`src/rtl/uart_tx_fifo_if.sv`:
```
// Host-write / transmitter-launch bundle for the UART transmit FIFO.
// The master side is the host plus transmitter; the slave side is the FIFO itself.
interface uart_tx_fifo_if #(
  parameter int DEPTH = 16,
  parameter int WIDTH = 8
);
  localparam int CW = $clog2(DEPTH) + 1;

  logic             wr_en;
  logic [WIDTH-1:0] wr_data;
  logic             flush;
  logic             full;
  logic             empty;
  logic [CW-1:0]    count;
  logic             overflow;
  logic             start;
  logic [WIDTH-1:0] tx_data_out;
  logic             tx_active;
  logic             done_tx;

  modport master (
    output wr_en, wr_data, flush, tx_active, done_tx,
    input  full, empty, count, overflow, start, tx_data_out
  );

  modport slave (
    input  wr_en, wr_data, flush, tx_active, done_tx,
    output full, empty, count, overflow, start, tx_data_out
  );
endinterface

```
`src/rtl/uart_tx_fifo.sv`:
```
// Circular byte queue feeding a UART transmitter: pops the head byte and
// issues a one-cycle start pulse, then waits for the end-of-frame pulse.
module uart_tx_fifo #(
  parameter int DEPTH = 16,
  parameter int WIDTH = 8
) (
  input  logic          clk,
  input  logic          rst,
  uart_tx_fifo_if.slave bus
);
  localparam int AW = $clog2(DEPTH);
  localparam logic [AW:0] DEPTH_CNT = (AW+1)'(DEPTH);

  typedef enum logic [1:0] {IDLE, LAUNCH, WAIT_DONE} state_t;

  state_t           state_reg, state_next;
  logic [WIDTH-1:0] mem [DEPTH];
  logic [AW-1:0]    wr_ptr_reg, rd_ptr_reg;
  logic [AW:0]      count_reg;
  logic             overflow_reg;
  logic [WIDTH-1:0] tx_data_reg;

  logic full, empty, push, pop, start;

  assign full  = (count_reg == DEPTH_CNT);
  assign empty = (count_reg == '0);

  // Flush outranks a concurrent write; a full queue rejects even if a pop lands this cycle.
  assign push = bus.wr_en && !full && !bus.flush;

  always_comb begin
    state_next = state_reg;
    pop        = 1'b0;
    start      = 1'b0;
    case (state_reg)
      IDLE: begin
        if (!empty && !bus.tx_active && !bus.flush) begin
          pop        = 1'b1;
          state_next = LAUNCH;
        end
      end
      LAUNCH: begin
        start      = 1'b1;
        state_next = WAIT_DONE;
      end
      WAIT_DONE: begin
        if (bus.done_tx) begin
          state_next = IDLE;
        end
      end
      default: state_next = IDLE;
    endcase
  end

  always_ff @(posedge clk or posedge rst) begin
    if (rst) begin
      state_reg <= IDLE;
    end else begin
      state_reg <= state_next;
    end
  end

  // Storage array carries no reset so it can map onto block RAM.
  always_ff @(posedge clk) begin
    if (push) begin
      mem[wr_ptr_reg] <= bus.wr_data;
    end
  end

  always_ff @(posedge clk or posedge rst) begin
    if (rst) begin
      wr_ptr_reg <= '0;
      rd_ptr_reg <= '0;
      count_reg  <= '0;
    end else if (bus.flush) begin
      wr_ptr_reg <= '0;
      rd_ptr_reg <= '0;
      count_reg  <= '0;
    end else begin
      if (push) begin
        wr_ptr_reg <= wr_ptr_reg + 1'b1;
      end
      if (pop) begin
        rd_ptr_reg <= rd_ptr_reg + 1'b1;
      end
      case ({push, pop})
        2'b10:   count_reg <= count_reg + 1'b1;
        2'b01:   count_reg <= count_reg - 1'b1;
        default: count_reg <= count_reg;
      endcase
    end
  end

  // Registered read of the head entry; holds until the next pop, so flush leaves it intact.
  always_ff @(posedge clk or posedge rst) begin
    if (rst) begin
      tx_data_reg <= '0;
    end else if (pop) begin
      tx_data_reg <= mem[rd_ptr_reg];
    end
  end

  always_ff @(posedge clk or posedge rst) begin
    if (rst) begin
      overflow_reg <= 1'b0;
    end else if (bus.wr_en && full && !bus.flush) begin
      overflow_reg <= 1'b1;
    end
  end

  assign bus.full        = full;
  assign bus.empty       = empty;
  assign bus.count       = count_reg;
  assign bus.overflow    = overflow_reg;
  assign bus.start       = start;
  assign bus.tx_data_out = tx_data_reg;
endmodule

```
`src/flat_wrapper.sv`:
```
// flat-port wrapper written by rule: the top's interface ports become plain ports
module uart_tx_fifo_flat 
#(
  parameter int DEPTH = 16,
  parameter int WIDTH = 8
)
  (clk, rst, bus_wr_en, bus_wr_data, bus_flush, bus_tx_active, bus_done_tx, bus_full, bus_empty, bus_count, bus_overflow, bus_start, bus_tx_data_out);
  uart_tx_fifo_if #(.DEPTH(DEPTH), .WIDTH(WIDTH)) bus_i ();
  input  logic clk;
  input  logic rst;
  input wire logic [$bits(bus_i.wr_en)-1:0] bus_wr_en;
  input wire logic [$bits(bus_i.wr_data)-1:0] bus_wr_data;
  input wire logic [$bits(bus_i.flush)-1:0] bus_flush;
  input wire logic [$bits(bus_i.tx_active)-1:0] bus_tx_active;
  input wire logic [$bits(bus_i.done_tx)-1:0] bus_done_tx;
  output wire logic [$bits(bus_i.full)-1:0] bus_full;
  output wire logic [$bits(bus_i.empty)-1:0] bus_empty;
  output wire logic [$bits(bus_i.count)-1:0] bus_count;
  output wire logic [$bits(bus_i.overflow)-1:0] bus_overflow;
  output wire logic [$bits(bus_i.start)-1:0] bus_start;
  output wire logic [$bits(bus_i.tx_data_out)-1:0] bus_tx_data_out;
  assign bus_i.wr_en = bus_wr_en;
  assign bus_i.wr_data = bus_wr_data;
  assign bus_i.flush = bus_flush;
  assign bus_i.tx_active = bus_tx_active;
  assign bus_i.done_tx = bus_done_tx;
  assign bus_full = bus_i.full;
  assign bus_empty = bus_i.empty;
  assign bus_count = bus_i.count;
  assign bus_overflow = bus_i.overflow;
  assign bus_start = bus_i.start;
  assign bus_tx_data_out = bus_i.tx_data_out;
  uart_tx_fifo #(.DEPTH(DEPTH), .WIDTH(WIDTH)) u_core (.clk(clk), .rst(rst), .bus(bus_i));
endmodule
```
`config.mk`:
```
export PLATFORM = sky130hd
export DESIGN_NAME = uart_tx_fifo_flat
export DESIGN_NICKNAME = d
export VERILOG_FILES = /design/src/rtl/uart_tx_fifo_if.sv /design/src/rtl/uart_tx_fifo.sv /design/src/flat_wrapper.sv
export SDC_FILE = /design/constraint.sdc
export NUM_CORES = 1
export LEC_CHECK = 0
export CORE_MARGIN = 2
export CORE_UTILIZATION = 55
export CTS_BUF_LIST = sky130_fd_sc_hd__clkbuf_4
export CTS_CLUSTER_SIZE = 10
export DETAILED_ROUTE_END_ITERATION = 6
export PLACE_DENSITY_LB_ADDON = 0.12
export SKIP_LAST_GASP = 1
export SLEW_MARGIN = 5
export SYNTH_ARGS = -nofsm -noshare
export SYNTH_HDL_FRONTEND = slang
export SYNTH_SLANG_ARGS = --single-unit
```
`constraint.sdc`:
```
create_clock -name clk -period 2.65 [get_ports clk]
set_input_delay 0.795 -clock clk [delete_from_list [all_inputs] [get_ports clk]]
set_output_delay 0.795 -clock clk [all_outputs]
set_load 0.02 [all_outputs]
```
**Word-level counts from Yosys, hierarchy flattened**

Memory sizes are Yosys's and may differ from the RTL's. A register that Yosys moved wholly into a read port is not among the register bits.
Cells that the tools add are included.

- Input port bits: 14
- Output and inout bits: 17
- Bits in writable memories: 128
- Memories: 1
- Logic and storage cells: 47
- Register bits after elaboration: 16

Memory list:

| name | depth | width | rd ports | clocked after memory_dff | wr ports | RTL line | source |
|---|---|---|---|---|---|---|---|
| u_core.mem | 16 | 8 | 1 | 1 | 1 | uart_tx_fifo.sv:17 | `logic [WIDTH-1:0] mem [DEPTH];` |

- Eq/ne operators: 7
- Reduce and logical (&&, ||, !) cells: 16
- Mux-type cells: 14
- Add/subtract/negate cells: 4

Operators by type and width:

| operator | number |
|---|---|
| $mux 4 | 4 |
| $pmux 5 s2 | 1 |
| $add 4x1->4 const B | 2 |
| $logic_and 1x1->1 | 6 |
| $pmux 2 s3 | 1 |
| $add 5x1->5 const B | 1 |
| $eq 5x5->1 const B | 1 |
| $logic_not 5->1 | 1 |
| $mux 1 | 5 |
| $mux 5 | 1 |
| $sub 5x1->5 const B | 1 |
| $eq 2x1->1 const B | 2 |
| $eq 2x2->1 const B | 2 |
| $logic_not 1->1 | 4 |
| $mux 2 | 2 |
| $reduce_bool 2->1 | 2 |
| $reduce_bool 3->1 | 1 |
| $logic_not 2->1 | 1 |
| $ne 2x1->1 const B | 1 |
| $ne 2x2->1 const B | 1 |
| $reduce_and 2->1 | 1 |

**Logic depth before layout (Yosys ltp)**

Gate-level depths: netlist of the first run.

- Depth after elaboration: 9
- Gate-level depth with buffers: 11
- Depth with buffers taken out: 9

**Least setup slack after synthesis of the first run**

No wires, ideal clock.

- Kind: input port to flip-flop
- Start: in bus_tx_active
- End: reg u_core.count_reg[4], in the netlist u_core.bus.count[4]
- Slack: -0.228 ns
- Arrival: 2.799 ns
- Data required time: 2.571 ns
- Stages on the path: 9
- Buffers on the path: 0
- Setup time: 0.079 ns
- Cells stage by stage: nor4_4 > o211ai_4 > xnor2_1 > ha_1 > or3_1 > a21oi_1 > mux2i_1 > or3_1 > a21oi_1

- Longest elaborated chain between the ends: 8
- Elaborated cells between the ends (all ways): 10
- Those cells by class: eq/ne (2); mux (4); reduce/logical (4)

RTL lines:

| item | RTL line | source |
|---|---|---|
| start: declaration | flat_wrapper.sv:14 | `input wire logic [$bits(bus_i.tx_active)-1:0] bus_tx_active;` |
| $logic_not 1->1 * | uart_tx_fifo.sv:37 | `if (!empty && !bus.tx_active && !bus.flush) begin` |
| $logic_and 1x1->1 * (2 in a row) | uart_tx_fifo.sv:37 |  |
| $mux 1 * | uart_tx_fifo.sv:37 |  |
| $mux 1 * | uart_tx_fifo.sv:35 | `case (state_reg)` |
| $eq 2x1->1 or $eq 2x2->1 (tied branches) | uart_tx_fifo.sv:86 | `case ({push, pop})` |
| $pmux 5 s2 | uart_tx_fifo.sv:86 |  |
| $mux 5 | uart_tx_fifo.sv:75 | `end else if (bus.flush) begin` |
| end signal: assignment | uart_tx_fifo.sv:87 | `2'b10: count_reg <= count_reg + 1'b1;` |
| end signal: assignment | uart_tx_fifo.sv:88 | `2'b01: count_reg <= count_reg - 1'b1;` |
| end signal: assignment | uart_tx_fifo.sv:89 | `default: count_reg <= count_reg;` |
| end: declaration | uart_tx_fifo.sv:19 | `logic [AW:0] count_reg;` |

Mark *: on every way between the ends. The rest lies on a longest branch, timed or not.
A chain may end at the register's enable or synchronous reset.

**Worst setup path after layout of the first run**

- Start: reg u_core.count_reg[2], in the netlist u_core.bus.count[2]
- End: reg u_core.count_reg[4], in the netlist u_core.bus.count[4]

- Longest elaborated chain between the ends: 9
- Elaborated cells between the ends (all ways): 17
- Those cells by class: add/sub (2); eq/ne (3); mux (4); reduce/logical (8)

RTL lines:

| item | RTL line | source |
|---|---|---|
| $logic_not 5->1 | uart_tx_fifo.sv:26 | `assign empty = (count_reg == '0);` |
| $logic_not 1->1 | uart_tx_fifo.sv:37 |  |
| $logic_and 1x1->1 (2 in a row) | uart_tx_fifo.sv:37 |  |
| $mux 1 | uart_tx_fifo.sv:37 |  |
| $mux 1 | uart_tx_fifo.sv:35 |  |
| $eq 2x1->1 or $eq 2x2->1 (tied branches) | uart_tx_fifo.sv:86 |  |
| $pmux 5 s2 | uart_tx_fifo.sv:86 |  |
| $mux 5 | uart_tx_fifo.sv:75 |  |

Parallel ways exist; a longest one is shown, timed or not.

==> impl_metrics.csv, run 1 <==
group,metric,value,unit
timing,final.setup_skew,17.4,ps
hold_path,whs_path_depth,2,
logic_synthesis,synthFlopType,"sky130_fd_sc_hd__edfxtp_1",
route,antenna_left,0,
die,row_count,38,
layout,area_growth_syn_to_layout,21.5,%
layout,finish.instance_area,7580,sq um
setup_path,critical_path.max_stage_delay,510,ps
timing,finalHoldViolations,0,
setup_path,worstSetupPathDepth,10,
logic_synthesis,yosys-mux-area-fraction,14.6,%
power,power.static_leakage,0.00262,uW
timing,timing.final.crit_period,2670,ps
place,place_area,7200,sq um
logic_synthesis,post_synth_inst_count,337,
clock_network,ctsRootBufferMaster,"sky130_fd_sc_hd__clkbuf_4",
logic_synthesis,yosys.area_share.adder,1.40,%
timing,postLayoutSetupSlackWorst,-17.1,ps
route,route.final.wire_length,12.2,mm
setup_path,crit_chain,"or4_4 > buf_6 > o211ai_4 > xnor2_1 > ha_2 > or3_4 > a21oi_2 > mux2i_1 > or3_1 > a21oi_1",
layout,largest_reg_flops,128,
setup_path,cp.arrival,3120,ps
die,initial_utilization,57.0,%
setup_path,timing_worst_setup_path_type,"reg2reg",
die,design.die.area,12200,sq um
clock_network,clkSlewWorstSetupHoldPaths,120,ps
setup_path,critical_path.n_buffers_inverters,1,
clock_network,ctsHtreeMaxLevel,4,
power,ir_drop,646,uV
logic_synthesis,synthesis.area_per_instance,18.5,sq um
logic_synthesis,syn_area,6230,sq um
global_routing,pin_count_of_the_biggest_net_entering_global_routing,36,
place,port-buffer-count,30,
layout,final-instance-count-excl-fill,573,
timing,worst-slew-pin-transition,613,ps
clock_network,tritoncts,"built",
timing,timing.fmax,375,MHz
die,die_x,110,um
place,hpwlAfterDp,8.27,mm
route,vias,3288,
logic_synthesis,synthesis.yosys.warnings,0,
clock_network,ctsLongestPathBuffers,2,
die,ios,31,
logic_synthesis,synth_enable_flop_cells,128,
setup_path,critPathRequiredTime,3110,ps
setup_path,cp_max_fo,5,
route,drt_iter0_drc,222,
timing,setup_total_negative_slack,-17.1,ps
power,power.density,832,nW/um^2
layout,finalNetCount,444,
timing,final.period_utilization,101,%
layout,layout.cells.most_common,"sky130_fd_sc_hd__edfxtp_1",
layout,drive_above_1_share,31.6,%
status,violations,"negative setup slack",
logic_synthesis,yosys.area_share.xor_xnor,0.843,%
global_routing,antenna_found_initial,0,
global_routing,global_route.usage.total,21.7,%
global_routing,grt_overflow,0,
clock_network,cts-hold-fix-buffers,0,
logic_synthesis,combinational_family_with_the_most_area_after_synthesis,"multiplexers",
timing,setup_viol,1,
timing,worst_slew_margin_rel,59.0,%
die,core_box_area,10900,sq um
global_routing,grt_pass1_wl,19.5,mm
hold_path,holdCritPathClass,"reg2reg",
timing,rsz0062_at_grt,"yes",
timing,timing.hold.ws,496,ps
place,dpl.cell_count,539,
place,globalplace.congestion,0.840,
timing,maxSlewViolCount,0,
power,post_route_total_power,6300,uW
logic_synthesis,syn-num-nets,358,
layout,layout.cells.most_common_list,"sky130_fd_sc_hd__edfxtp_1 (128), sky130_fd_sc_hd__buf_4 (38), sky130_fd_sc_hd__mux4_2 (32)",
logic_synthesis,yosysSeqAreaShare,71.3,%
route,drc,0,
global_routing,first_global_vias,3415,
setup_path,cp-end-kind,"flop",
die,die_h,110,um
clock_network,cts-buffers-inserted,17,
route,detailedRoute.firstPassIterationCount,4,
route,wire_per_inst,21.4,um
route,detail_route.vias_per_cell,5.74,
layout,n_antenna_cell,0,
logic_synthesis,netlist-cell-type-count,44,
logic_synthesis,yosys_register_bits,152,
setup_path,r2r_cells,10,
status,run_status,"finished, violations left",
job,maxCapViolCount,0,
logic_synthesis,async_reset_ff_share,15.8,%
setup_path,critPathLaunchType,"flop",
setup_path,crit_slowest_cell,"sky130_fd_sc_hd__or4_4",
setup_path,cp_delay_by_family_top,"simple AND/OR/NAND/NOR gates",
clock_network,clk-insertion-delay-late,520,ps
logic_synthesis,synth_compound_gate_area_share,4.03,%
logic_synthesis,yosys.area_share.simple,5.98,%
clock_network,clock-sinks,152,
-- worst register-to-register path, delay by kind of cell (launching register included) --
kind / cells / cell delay (ps)
xor+xnor: 1 / 110
compound gates: 3 / 440
flops: 1 / 470
buf+inv: 1 / 140
simple gates: 3 / 1150
fa+ha+maj: 1 / 190
mux: 1 / 110
-- final timing paths --
path	start	to	slack, ps
hold / removal	u_core.bus.tx_data_out[6]	u_core.bus.tx_data_out[6]	500
setup / recovery	u_core.bus.count[2]	u_core.bus.count[4]	-20
min in group asynchronous	rst	u_core.bus.tx_data_out[2]	510
setup reg to reg	u_core.bus.count[2]	u_core.bus.count[4]	-20
hold reg to reg	u_core.bus.tx_data_out[6]	u_core.bus.tx_data_out[6]	500
max in group asynchronous	rst	u_core.bus.count[2]	1590
-- timing repair --
action / 4_1_cts / 5_1_grt
buffers inserted: 3 / 2
setup endpoints to repair: 4 / 3
resized for setup: 13 / 5
pin swaps: 1 / 0
-- power by group --
group	total, uW	leakage (uW)	switching [uW]	internal [uW]
Clock	1490	0.000162	738	748
Combinational	1940	0.000996	925	1010
Sequential	2880	0.00146	145	2730
-- synth_stat cells, types with 4 or more instances --
cell type / instances / area share, %
sky130_fd_sc_hd__buf_2: 4 / 0.32
sky130_fd_sc_hd__nor2_1: 10 / 0.60
sky130_fd_sc_hd__a21oi_1: 5 / 0.40
sky130_fd_sc_hd__clkbuf_1: 9 / 0.54
sky130_fd_sc_hd__and2_1: 16 / 1.6
sky130_fd_sc_hd__nand2_1: 17 / 1.0
sky130_fd_sc_hd__ha_1: 7 / 1.4
sky130_fd_sc_hd__inv_1: 6 / 0.36
sky130_fd_sc_hd__nand3_1: 4 / 0.32
sky130_fd_sc_hd__dfrtp_1: 24 / 9.6
sky130_fd_sc_hd__mux4_2: 32 / 12
sky130_fd_sc_hd__edfxtp_1: 128 / 62
sky130_fd_sc_hd__mux2i_1: 18 / 2.9
sky130_fd_sc_hd__o21ai_0: 6 / 0.48
sky130_fd_sc_hd__o221ai_1: 8 / 1.1
-- per-stage QoR --
stage,worst slack (ps),utilization [%]
after detailed placement,-484,65.9
final,-17.1,69.3
after CTS,-29.9,69.0
after floorplan,-159,-
after global placement,-433,65.9
after global routing,-84.4,69.3
-- routing by layer --
layer  routed length (um)  share of wire [%]  up-vias  global-route usage (%)
li1                     -                  -     1513                       -
met1                 5400                 44     1689                    30.8
met5                    0                  0        -                       0
met4                   93               0.76        0                    5.50
met2                 6110                 50       80                    34.4
met3                  642                5.2        6                    5.32
-- logic make-up after synthesis --
kind of cell,Yosys count
and+or+nand+nor,67
xor gates and xnor gates,6
muxes,51
buffers and inverters,25
DFF,152
adders and majority gates,7
AOI/OAI and AO/OA,29
-- area by class of cell --
class | count | area [sq um]
inverter | 7 | 26.3
sequential | 152 | 4450
multi-input combinational | 160 | 1720
clock buffer | 19 | 143
clock inverter | 10 | 155
tap | 140 | 175
fill | 716 | 3360
timing repair buffer | 85 | 907
(Power assumes the default switching activity.)
==> run 2: changes to the inputs <==
Settings changed: CORE_MARGIN 2 to not set, CORE_UTILIZATION 55 to 25.
==> run 2 against run 1 <==
The flow now finishes without violations; critical path depth stayed put; sequential share of layout area shrank 1.8 points; core utilization down 37 points; via count is 0.21% higher; clock-buffer cell count fell by 2; die area increased by 110%; total power is 0.13% higher; combinational power is 3% higher; final cell count is 33% higher; register-to-register slack better by 60 ps; sequential cell count is the same; critical path type unchanged.
==> impl_metrics.csv, run 2 (synthesis gave the netlist of run 1 again) <==
group,metric,value,unit
die,die_x,160,um
hold_path,worst_hold_startpoint,"u_core.bus.overflow",
layout,layout.cells.most_common,"sky130_fd_sc_hd__edfxtp_1",
status,run_status,"complete, no violations",
clock_network,ctsRootBufferMaster,"sky130_fd_sc_hd__clkbuf_4",
place,dpl.cell_count,719,
timing,worst-slew-pin-transition,755,ps
setup_path,regToRegStartpoint,"u_core.bus.count[1]",
setup_path,cp.arrival,3080,ps
clock_network,clkSlewWorstSetupHoldPaths,130,ps
global_routing,pin_count_of_the_biggest_net_entering_global_routing,37,
layout,area_growth_syn_to_layout,25.3,%
place,hpwlAfterDp,9.02,mm
layout,layout.cells.most_common_list,"sky130_fd_sc_hd__edfxtp_1 (128), sky130_fd_sc_hd__buf_4 (39), sky130_fd_sc_hd__mux4_2 (32)",
die,design.die.area,25600,sq um
power,power.static_leakage,0.00264,uW
timing,rsz0062_at_grt,"yes",
setup_path,worst-r2r-setup-slack,40,ps
layout,drive_above_1_share,31.7,%
timing,setup_viol,0,
route,antenna_left,0,
route,drt_iter0_drc,205,
layout,largest_reg_flops,128,
setup_path,timing.rr.end,"u_core.bus.count[4]",
timing,timing.final.crit_period,2610,ps
power,post_route_total_power,6310,uW
global_routing,global_route.usage.total,12.0,%
die,core_box_area,24400,sq um
setup_path,crit_start,"u_core.bus.count[1]",
route,vias,3295,
clock_network,tritoncts,"built",
timing,finalHoldViolations,0,
setup_path,timing.critical_path.to,"u_core.bus.count[4]",
global_routing,grt_pass1_wl,21.9,mm
route,drc,0,
setup_path,timing_worst_setup_path_type,"reg2reg",
global_routing,met3_layer_usage_reported_by_global_route,2.81,%
global_routing,grt_overflow,0,
setup_path,r2r_cells,10,
die,ios,31,
die,die_h,160,um
place,globalplace.congestion,0.737,
route,route.final.wire_length,14.3,mm
timing,timing.fmax,383,MHz
global_routing,antenna_found_initial,1,
clock_network,cts-hold-fix-buffers,0,
setup_path,cp-end-kind,"flop",
power,ir_drop,390,uV
route,detailedRoute.firstPassIterationCount,6,
global_routing,first_global_vias,3482,
setup_path,cp_max_fo,4,
setup_path,critPathLaunchType,"flop",
route,detail_route.vias_per_cell,4.33,
place,port-buffer-count,30,
layout,finalNetCount,444,
setup_path,critPathRequiredTime,3120,ps
clock_network,ctsLongestPathBuffers,2,
layout,final-instance-count-excl-fill,761,
hold_path,holdCritPathClass,"reg2reg",
route,wire_per_inst,18.8,um
clock_network,cts-buffers-inserted,17,
power,power.density,808,nW/um^2
global_routing,grt_busiest_layer,"met2",
clock_network,clk-insertion-delay-late,540,ps
timing,maxSlewViolCount,0,
clock_network,clock-sinks,152,
global_routing,met2_usage,19.4,%
global_routing,groute.layer.met1.usage,16.0,%
die,row_count,57,
timing,final.setup_skew,24.0,ps
job,maxCapViolCount,0,
timing,worst_slew_margin_rel,49.7,%
clock_network,ctsHtreeMaxLevel,4,
timing,final.period_utilization,98.4,%
die,initial_utilization,25.6,%
==> run 2: changes by cell type in the layout (fill, tap and decap cells not counted), moves of 2 or more <==
cell / change
sky130_fd_sc_hd__diode_2: +2
sky130_fd_sc_hd__clkinv_2: -3
sky130_fd_sc_hd__clkdlybuf4s50_1: -3
sky130_fd_sc_hd__buf_2: -2
sky130_fd_sc_hd__dlymetal6s2s_1: +2
sky130_fd_sc_hd__bufinv_16: -2
sky130_fd_sc_hd__clkbuf_4: -2
sky130_fd_sc_hd__inv_6: +6
==> run 2: metrics by stage <==
step	hold slack [ps]	setup TNS, ps	util, %	area (sq um)	setup slack, ps
2_1_floorplan	491	-159	-	6240	-159
3_3_place_gp	473	-17060	30.4	7410	-448
3_5_place_dp	474	-19650	30.4	7410	-458
4_1_cts	505	-70.0	31.9	7780	-29.2
5_1_grt	532	-157	32.0	7820	-101
6_report	494	0	32.0	7820	41.4
==> run 2: layout make-up <==
type	instances	area, sq um
clock inverters	14	160
fillers	2424	16600
well taps	324	405
repair buffers	85	928
clock buffers	17	128
flip-flops and latches	152	4450
inverters	7	26.3
diodes	2	5.00
multi-input cells	160	1710
==> run 2: how the worst min path moves through the flow <==
stage	to	cells after the start
final	u_core.bus.overflow	1
after global placement	u_core.bus.overflow	1
after detailed placement	u_core.bus.overflow	1
after floorplan	u_core.rd_ptr_reg[2]	1
after global routing	u_core.bus.overflow	1
after CTS	u_core.bus.overflow	1
==> run 2: timing repair <==
item | in CTS | in global routing
setup endpoints to repair | 4 | 6
buffers inserted | 8 | 1
endpoints found under the hold margin | 0 | 0
pin swaps | 1 | 1
resized for setup | 14 | 8
==> run 2: power breakdown <==
group | internal [uW] | switching [uW] | total (uW) | leakage, uW
logic | 1040 | 958 | 1990 | 0.00103
clock network | 579 | 896 | 1470 | 0.000150
registers | 2730 | 109 | 2840 | 0.00146
total | 4350 | 1960 | 6310 | 0.00264
==> run 2: worst max-delay path: stages (launching register included) <==
cell and delay [ps]:
sky130_fd_sc_hd__dfrtp_1 430, sky130_fd_sc_hd__or4_4 550, sky130_fd_sc_hd__buf_4 170, sky130_fd_sc_hd__o211ai_4 170
sky130_fd_sc_hd__xnor2_1 100, sky130_fd_sc_hd__ha_2 180, sky130_fd_sc_hd__or3_1 310, sky130_fd_sc_hd__a21oi_1 130
sky130_fd_sc_hd__mux2i_1 90, sky130_fd_sc_hd__or3_1 300, sky130_fd_sc_hd__a21oi_1 120
==> run 2: per-layer routing <==
layer,up-vias,wire (um)
met4,0,141
met1,1730,6780
met3,11,381
li1,1513,-
met5,-,0
met2,41,6970
==> run 3: changes to the inputs <==
Settings changed: ABC_AREA set to 1, CORE_MARGIN set to 8, GPL_TIMING_DRIVEN set to 0.
==> run 3 against run 2 <==
Clock skew is 2.7 ps lower; sequential power about the same; cell area fell by 5.2%; non-clock buffer count decreased by 27; wire length grew 20%; highest routed layer unchanged.
==> impl_metrics.csv, run 3 <==
group,metric,value,unit
logic_synthesis,netlist-cell-type-count,34,
logic_synthesis,yosys-top-cells-count,"sky130_fd_sc_hd__edfxtp_1 (128), sky130_fd_sc_hd__nor2_1 (123), sky130_fd_sc_hd__o21ai_0 (79)",
clock_network,cts-buffers-inserted,17,
place,pre_cts_slack,-527,ps
logic_synthesis,yosys.area_share.simple,12.4,%
setup_path,critical_path.max_stage_delay,660,ps
logic_synthesis,syn_area,6390,sq um
logic_synthesis,syn-num-nets,562,
route,detailedRoute.firstPassIterationCount,4,
timing,timing.final.crit_period,2550,ps
logic_synthesis,synth_enable_flop_cells,128,
timing,setup_viol,0,
hold_path,holdCritPathClass,"reg2reg",
setup_path,crit_chain,"clkdlybuf4s50_1 > inv_1 > nor2_1 > nand2_4 > inv_1 > nand2_1 > nor2_1",
setup_path,timing_worst_setup_path_type,"in2reg",
die,row_count,58,
logic_synthesis,synth_compound_gate_area_share,12.1,%
die,die_x,176,um
layout,drive_above_1_share,11.9,%
route,wire_per_inst,18.3,um
place,hpwlAfterDp,12.5,mm
global_routing,grt_pass1_wl,25.8,mm
route,route.final.wire_length,17.1,mm
layout,finalNetCount,611,
logic_synthesis,netlist.area_leader.share,60.1,%
setup_path,critPathLaunchType,"input port",
clock_network,clkSlewWorstSetupHoldPaths,120,ps
logic_synthesis,synthFlopType,"sky130_fd_sc_hd__edfxtp_1",
layout,area_growth_syn_to_layout,16.0,%
layout,layout.cells.most_common,"sky130_fd_sc_hd__edfxtp_1",
logic_synthesis,synthesis.yosys.warnings,0,
timing,timing.fmax,392,MHz
clock_network,ctsLongestPathBuffers,2,
setup_path,cp-end-kind,"flop",
timing,worst-slew-pin-transition,993,ps
logic_synthesis,synth_area_leader_cell,"sky130_fd_sc_hd__edfxtp_1",
power,power.density,822,nW/um^2
die,ios,31,
power,post_route_total_power,6090,uW
global_routing,first_global_vias,4193,
die,design.die.area,30900,sq um
global_routing,pin_count_of_the_biggest_net_entering_global_routing,25,
logic_synthesis,yosys.area_share.xor_xnor,0.411,%
power,power.static_leakage,0.00257,uW
clock_network,ctsRootBufferMaster,"sky130_fd_sc_hd__clkbuf_4",
global_routing,global_route.usage.total,11.4,%
logic_synthesis,yosys_register_bits,152,
status,run_status,"complete, no violations",
clock_network,clock-sinks,152,
layout,largest_reg_flops,128,
route,drc,0,
timing,postLayoutSetupSlackWorst,101,ps
die,initial_utilization,25.4,%
logic_synthesis,combinational_family_with_the_most_area_after_synthesis,"simple AND/OR/NAND/NOR gates",
layout,layout.cells.most_common_list,"sky130_fd_sc_hd__edfxtp_1 (128), sky130_fd_sc_hd__nor2_1 (123), sky130_fd_sc_hd__o21ai_0 (79)",
logic_synthesis,yosysSeqAreaShare,69.5,%
route,drt_iter0_drc,271,
logic_synthesis,async_reset_ff_share,15.8,%
clock_network,ctsHtreeMaxLevel,4,
power,ir_drop,381,uV
setup_path,cp_max_fo,8,
job,maxCapViolCount,0,
clock_network,tritoncts,"built",
setup_path,crit_slowest_cell,"sky130_fd_sc_hd__nor2_1",
timing,final.period_utilization,96.2,%
die,die_h,176,um
timing,rsz0062_at_grt,"no",
logic_synthesis,yosys.area_share.adder,1.37,%
clock_network,clk-insertion-delay-late,560,ps
logic_synthesis,post_synth_inst_count,541,
global_routing,antenna_found_initial,1,
global_routing,grt_overflow,0,
logic_synthesis,yosys-mux-area-fraction,0,%
route,vias,4172,
timing,maxSlewViolCount,0,
timing,final.setup_skew,21.3,ps
setup_path,critPathRequiredTime,2840,ps
logic_synthesis,yosys-top-cells-area,"sky130_fd_sc_hd__edfxtp_1 (60%), sky130_fd_sc_hd__dfrtp_1 (9.4%), sky130_fd_sc_hd__nor2_1 (7.2%)",
die,core_box_area,25200,sq um
logic_synthesis,synthesis.area_per_instance,11.8,sq um
route,antenna_left,0,
setup_path,cp.arrival,2740,ps
place,globalplace.congestion,0.789,
setup_path,worst-r2r-setup-slack,420,ps
place,port-buffer-count,30,
route,detail_route.vias_per_cell,4.47,
timing,worst_slew_margin_rel,33.7,%
logic_synthesis,most_numerous_cell_in_the_yosys_netlist,"sky130_fd_sc_hd__edfxtp_1",
timing,finalHoldViolations,0,
## run 3: cell types whose count changed in the layout (fill, tap and decap cells not counted), sizes merged, moves of 10 or more
cell	previous run	this run
and2	16	0
clkbuf	17	27
nand3	4	14
mux4	32	0
nor2	10	126
nand2	17	46
inv	14	29
buf	57	21
o211ai	1	32
mux2i	18	0
o21ai	7	89
## run 3: cell families (layout without fill, tap and decap cells)
group           Yosys count  count (layout)
buf+inv                  56             118
other cells               0               1
flops                   152             152
xor+xnor                  3               3
compound gates          135             135
simple gates            188             188
fa+ha+maj                 7               7
## run 3: path summary, 6_finish.rpt
check	from	to	depth (start not counted)
setup / recovery	bus_wr_en	u_core.mem[4][7]	7
hold / removal	u_core.bus.overflow	u_core.bus.overflow	1
setup reg to reg	u_core.bus.count[1]	u_core.mem[4][7]	6
hold reg to reg	u_core.bus.overflow	u_core.bus.overflow	1
max in group asynchronous	rst	u_core.bus.count[0]	2
min in group asynchronous	rst	u_core.bus.tx_data_out[1]	2
## run 3: worst max-delay path: cells and delay by family
family                 cells  cell delay (ps)
buffers and inverters      3              710
and+or+nand+nor            4             1230
## run 3: layout make-up
| type | count | area [sq um] |
|---|---|---|
| clock inverters | 14 | 174 |
| fillers | 2587 | 17800 |
| inverters | 28 | 110 |
| clock buffers | 18 | 135 |
| diodes | 1 | 2.50 |
| repair buffers | 30 | 293 |
| plain buffers | 28 | 158 |
| flip-flops and latches | 152 | 4450 |
| well taps | 330 | 413 |
| multi-input cells | 333 | 1680 |
## run 3: per-stage QoR
step	area (sq um)	std cells	util, %	setup TNS [ps]	hold WS, ps
finish	7410	934	29.4	0	467
global route	7410	934	29.4	0	505
CTS	7410	933	29.4	-42.5	473
detailed placement	7110	901	28.2	-57290	443
global placement	7110	901	28.2	-52770	438
floorplan	6390	541	-	0	488
## run 3: timing repair
action,4_1_cts,5_1_grt
endpoints found under the setup margin,2,3
hold buffers,0,0
buffers inserted,0,0
resized for setup,3,6
## run 3: power by group
group / internal, uW / switching [uW]
registers: 2740 / 126
clock network: 669 / 861
logic: 594 / 1100
## run 3: routing by layer
layer	vias to the layer above	wire length (um)	global-route usage, %
li1	2017	-	-
met1	2053	8270	15.1
met2	84	7770	17.8
met3	18	658	2.62
met4	0	391	4.66
met5	-	0	0
==> RTL edit 1, RTL diff (config.mk and constraints of run 1) <==
Encoding of `state_t`: now one-hot (3 bits for 3 states).
--- a/src/rtl/uart_tx_fifo.sv
+++ b/src/rtl/uart_tx_fifo.sv
@@ -13,3 +13,3 @@
 
-  typedef enum logic [1:0] {IDLE, LAUNCH, WAIT_DONE} state_t;
+  typedef enum logic [2:0] {IDLE = 3'b001, LAUNCH = 3'b010, WAIT_DONE = 3'b100} state_t;
 
Check against the original RTL: no difference found for any inputs over 10 cycles, from zero or initial values and one cycle with rst high; not proved beyond that.
==> RTL edit 1 against run 1 <==
Sequential share of layout area rose by 1.5 points. Setup slack got worse by 0.11 ns. Count of clock-buffer cells in the layout rose by 1. Critical endpoint unchanged. Synthesized area rose by 0.26%. Combinational power fell by 38%. Routed wire length fell by 2.0%. Sequential cell count rose by 1. Die area rose by 0.25%. Power fell by 16%. Clock skew fell by 0.0021 ns. The flow still finishes with violations (setup timing). Clock power fell by 19%. Final area fell by 2.0%.
==> RTL edit 1: results (changes against run 1) <==
timing:
  max-slew-margin-rel_pct: 58.4  # was 59.0%
  worst_slack_ns: -0.126  # was -0.0171 ns
  holdWs_ns: 0.502  # was 0.496 ns
  setup_violations: 3  # was 1
power:
  powerClk_w: 0.00121  # was 0.00149 W
  vdd_drop_max_uv: 649  # was 646 uV
  p_leak_nw: 2.50  # was 2.62 nW
logic_synthesis:
  synth.area.mux_share_pct: 14.3  # was 14.6%
  synth_compound_area_share_pct: 3.52  # was 4.03%
  synth_fa_ha_area_share_pct: 1.40  # about the same
  seq_area_frac_synth_pct: 71.5  # was 71.3%
  ys_types: 41  # was 44
cells_and_area:
  clock_area_share_pct: 3.12  # was 3.93%
  num-clock-buffers: 20  # was 19
  seq_area_mm2: 0.00447  # was 0.00445 mm^2
cts:
  post_cts_buffers: 1  # was 3
routing:
  wl_mm: 12.0  # was 12.2 mm
place:
  place_congestion: 0.808  # was 0.840
  postPlaceCellArea_mm2: 0.00717  # was 0.00720 mm^2
outcome:
  outcome: "finished with violations"  # unchanged
  violations: "setup timing"  # unchanged
global_route:
  grt_usage_pct: 21.3  # was 21.7%
critical_path:
  critical_path.max_stage_delay_ns: 0.58  # was 0.51 ns
  worstRegToRegCells: 12  # was 10
worst_hold_path:
  worstHoldStart: "u_core.bus.overflow"  # was u_core.bus.tx_data_out[6]
[RTL edit 1: changes by cell type after synthesis, sizes merged, moves of 3 or more]
cell | run 1 | this run
nand3 | 4 | 8
or4 | 1 | 4
or3 | 3 | 0
nand3b | 3 | 0
nor2 | 10 | 13
[RTL edit 1: per-layer routing]
layer	global-route usage, %	vias to the layer above	part of all wire [%]
met1	28.1	1715	43
li1	-	1515	-
met2	35.2	80	52
met5	0	-	0
met4	5.92	0	0.99
met3	5.87	9	4.5
[RTL edit 1: worst reg2reg max path, cell delays in order, from the launching register on]
cell and delay [ns]:
dfrtp_2 0.42, or4_4 0.58, o211ai_2 0.20, inv_2 0.06, nand2_2 0.06, inv_2 0.04, xor2_1 0.14, ha_2 0.17
o31ai_1 0.19, nand3_1 0.11, or4_1 0.40, and3_1 0.18, a211oi_1 0.15
==> RTL edit 2, RTL diff (settings of run 1) <==
Without the edit above. `DEPTH` is set to 16 in 3 places; all go to 32.
--- a/src/rtl/uart_tx_fifo_if.sv
+++ b/src/rtl/uart_tx_fifo_if.sv
@@ -3,3 +3,3 @@
 interface uart_tx_fifo_if #(
-  parameter int DEPTH = 16,
+  parameter int DEPTH = 32,
   parameter int WIDTH = 8
--- a/src/rtl/uart_tx_fifo.sv
+++ b/src/rtl/uart_tx_fifo.sv
@@ -3,3 +3,3 @@
 module uart_tx_fifo #(
-  parameter int DEPTH = 16,
+  parameter int DEPTH = 32,
   parameter int WIDTH = 8
--- a/src/flat_wrapper.sv
+++ b/src/flat_wrapper.sv
@@ -3,3 +3,3 @@
 #(
-  parameter int DEPTH = 16,
+  parameter int DEPTH = 32,
   parameter int WIDTH = 8
Interface: changed (resized bus_count); port bits go from 31 to 32. The function was not compared with the original's and may differ.
==> RTL edit 2 against run 1 <==
Sequential cell count rose by 131. Highest routed layer unchanged. Setup slack worse by 0.16 ns. The run still ends with setup timing left. Final area rose by 76%. Power increased by 72%. Combinational power grew 2%. Routed wire length increased by 89%. Global-route usage increased by 1.1 points. Synthesized area up 80%.
==> RTL edit 2: results (changes against run 1) <==
outcome:
  outcome: "finished with violations"  # unchanged
  violations: "setup timing"  # unchanged
place:
  place_congestion: 0.810  # was 0.840
  place_inst: 919  # was 539
  place_ws_ns: -0.656  # was -0.484 ns
  dp_hpwl_mm: 14.8  # was 8.27 mm
  postPlaceCellArea_mm2: 0.0124  # was 0.00720 mm^2
routing:
  vias: 5880  # was 3288
  wl_met1_mm: 9.50  # was 5.40 mm
  drt-pass1-iter-count: 5  # was 4
  routed-wl-met3_mm: 1.27  # was 642 um
  routed_via_density: 5.59  # was 5.74
timing:
  skew_ns: 0.0288  # was 0.0174 ns
  setup_violations: 4  # was 1
  worstMarginPinSlew_ns: 0.589  # was 0.613 ns
  worst_slack_ns: -0.176  # was -0.0171 ns
cells_and_area:
  nets: 748  # was 444
  largest_reg_flops: 256  # was 128
logic_synthesis:
  synth_edf_count: 256  # was 128
  seq_area_frac_synth_pct: 74.7  # was 71.3%
  postSynth.asyncResetShare_pct: 9.54  # was 15.8%
  synth_area_leaders: "edfxtp_1 69%, mux4_2 13%, dfrtp_1 6.0%"  # was edfxtp_1 62%, mux4_2 12%, dfrtp_1 9.6%
  avgSynthCellArea_um2: 19.6  # was 18.5 um^2
  syn-num-nets: 594  # was 358
global_route:
  met1_usage_pct: 30.0  # was 30.8%
  grt_first_pass_wirelength_mm: 36.5  # was 19.5 mm
  use_met3_pct: 4.94  # was 5.32%
  grt_usage_pct: 22.8  # was 21.7%
critical_path:
  worst_ep_arrival_time_ns: 2.03  # was 3.12 ns
cts:
  h-tree-depth: 3  # was 4
  path_clk_slew_ns: 0.06  # was 0.12 ns
  insertion_delay_ns: 0.65  # was 0.52 ns
  clockBufferDepth: 3  # was 2
power:
  p_leak_nw: 4.58  # was 2.62 nW
==> RTL edit 2: changes by cell type in the layout (fill, tap and decap cells not counted), moves of 11 or more <==
cell,delta
mux4_2,+32
edfxtp_1,+128
clkbuf_4,+94
buf_12,-11
and2_1,-15
clkinv_1,+11
o22ai_1,+32
nor2_1,+39
mux2i_1,-14
buf_4,+34
==> RTL edit 2: cell type report <==
type                            instances  area [um^2]
Fill cell                            1379         6750
Clock inverter                         16         87.6
Tap cell                              270          338
Antenna cell                            1         2.50
Clock buffer                          113          848
Sequential cell                       283         8370
Multi-Input combinational cell        253         2720
Inverter                                6         25.0
Timing Repair Buffer                  109          965
==> RTL edit 2: final timing paths <==
check | from | to | slack (ns) | depth (start not counted)
worst max-delay path | u_core.bus.count[4] | bus_full | -0.18 | 4
worst min-delay path | u_core.bus.overflow | u_core.bus.overflow | 0.47 | 1
worst max register to register | u_core.bus.count[4] | u_core.bus.count[5] | -0.12 | 10
worst min register to register | u_core.bus.overflow | u_core.bus.overflow | 0.47 | 1
max in group asynchronous | rst | u_core.bus.tx_data_out[1] | 1.52 | 3
min in group asynchronous | rst | u_core.bus.count[0] | 0.51 | 2
==> RTL edit 2: power by group <==
part	switching [W]	internal, W	total, W
Sequential	0.000171	0.00500	0.00517
Clock	0.00166	0.00203	0.00369
Combinational	0.000926	0.00105	0.00198
==> RTL edit 2: kinds of logic after synthesis <==
logic type	synth area share, %
flops	74.7
simple gates	4.80
xor+xnor	1.03
mux	13.3
buf+inv	1.70
compound gates	3.28
fa+ha+maj	1.18
==> RTL edit 2: what timing repair did <==
action | CTS | global route
endpoints found under the hold margin | 0 | 0
gates resized for setup | 22 | 5
gates cloned | 0 | 0
pin swaps | 5 | 4
endpoints found under the setup margin | 6 | 7
setup buffers | 2 | 0
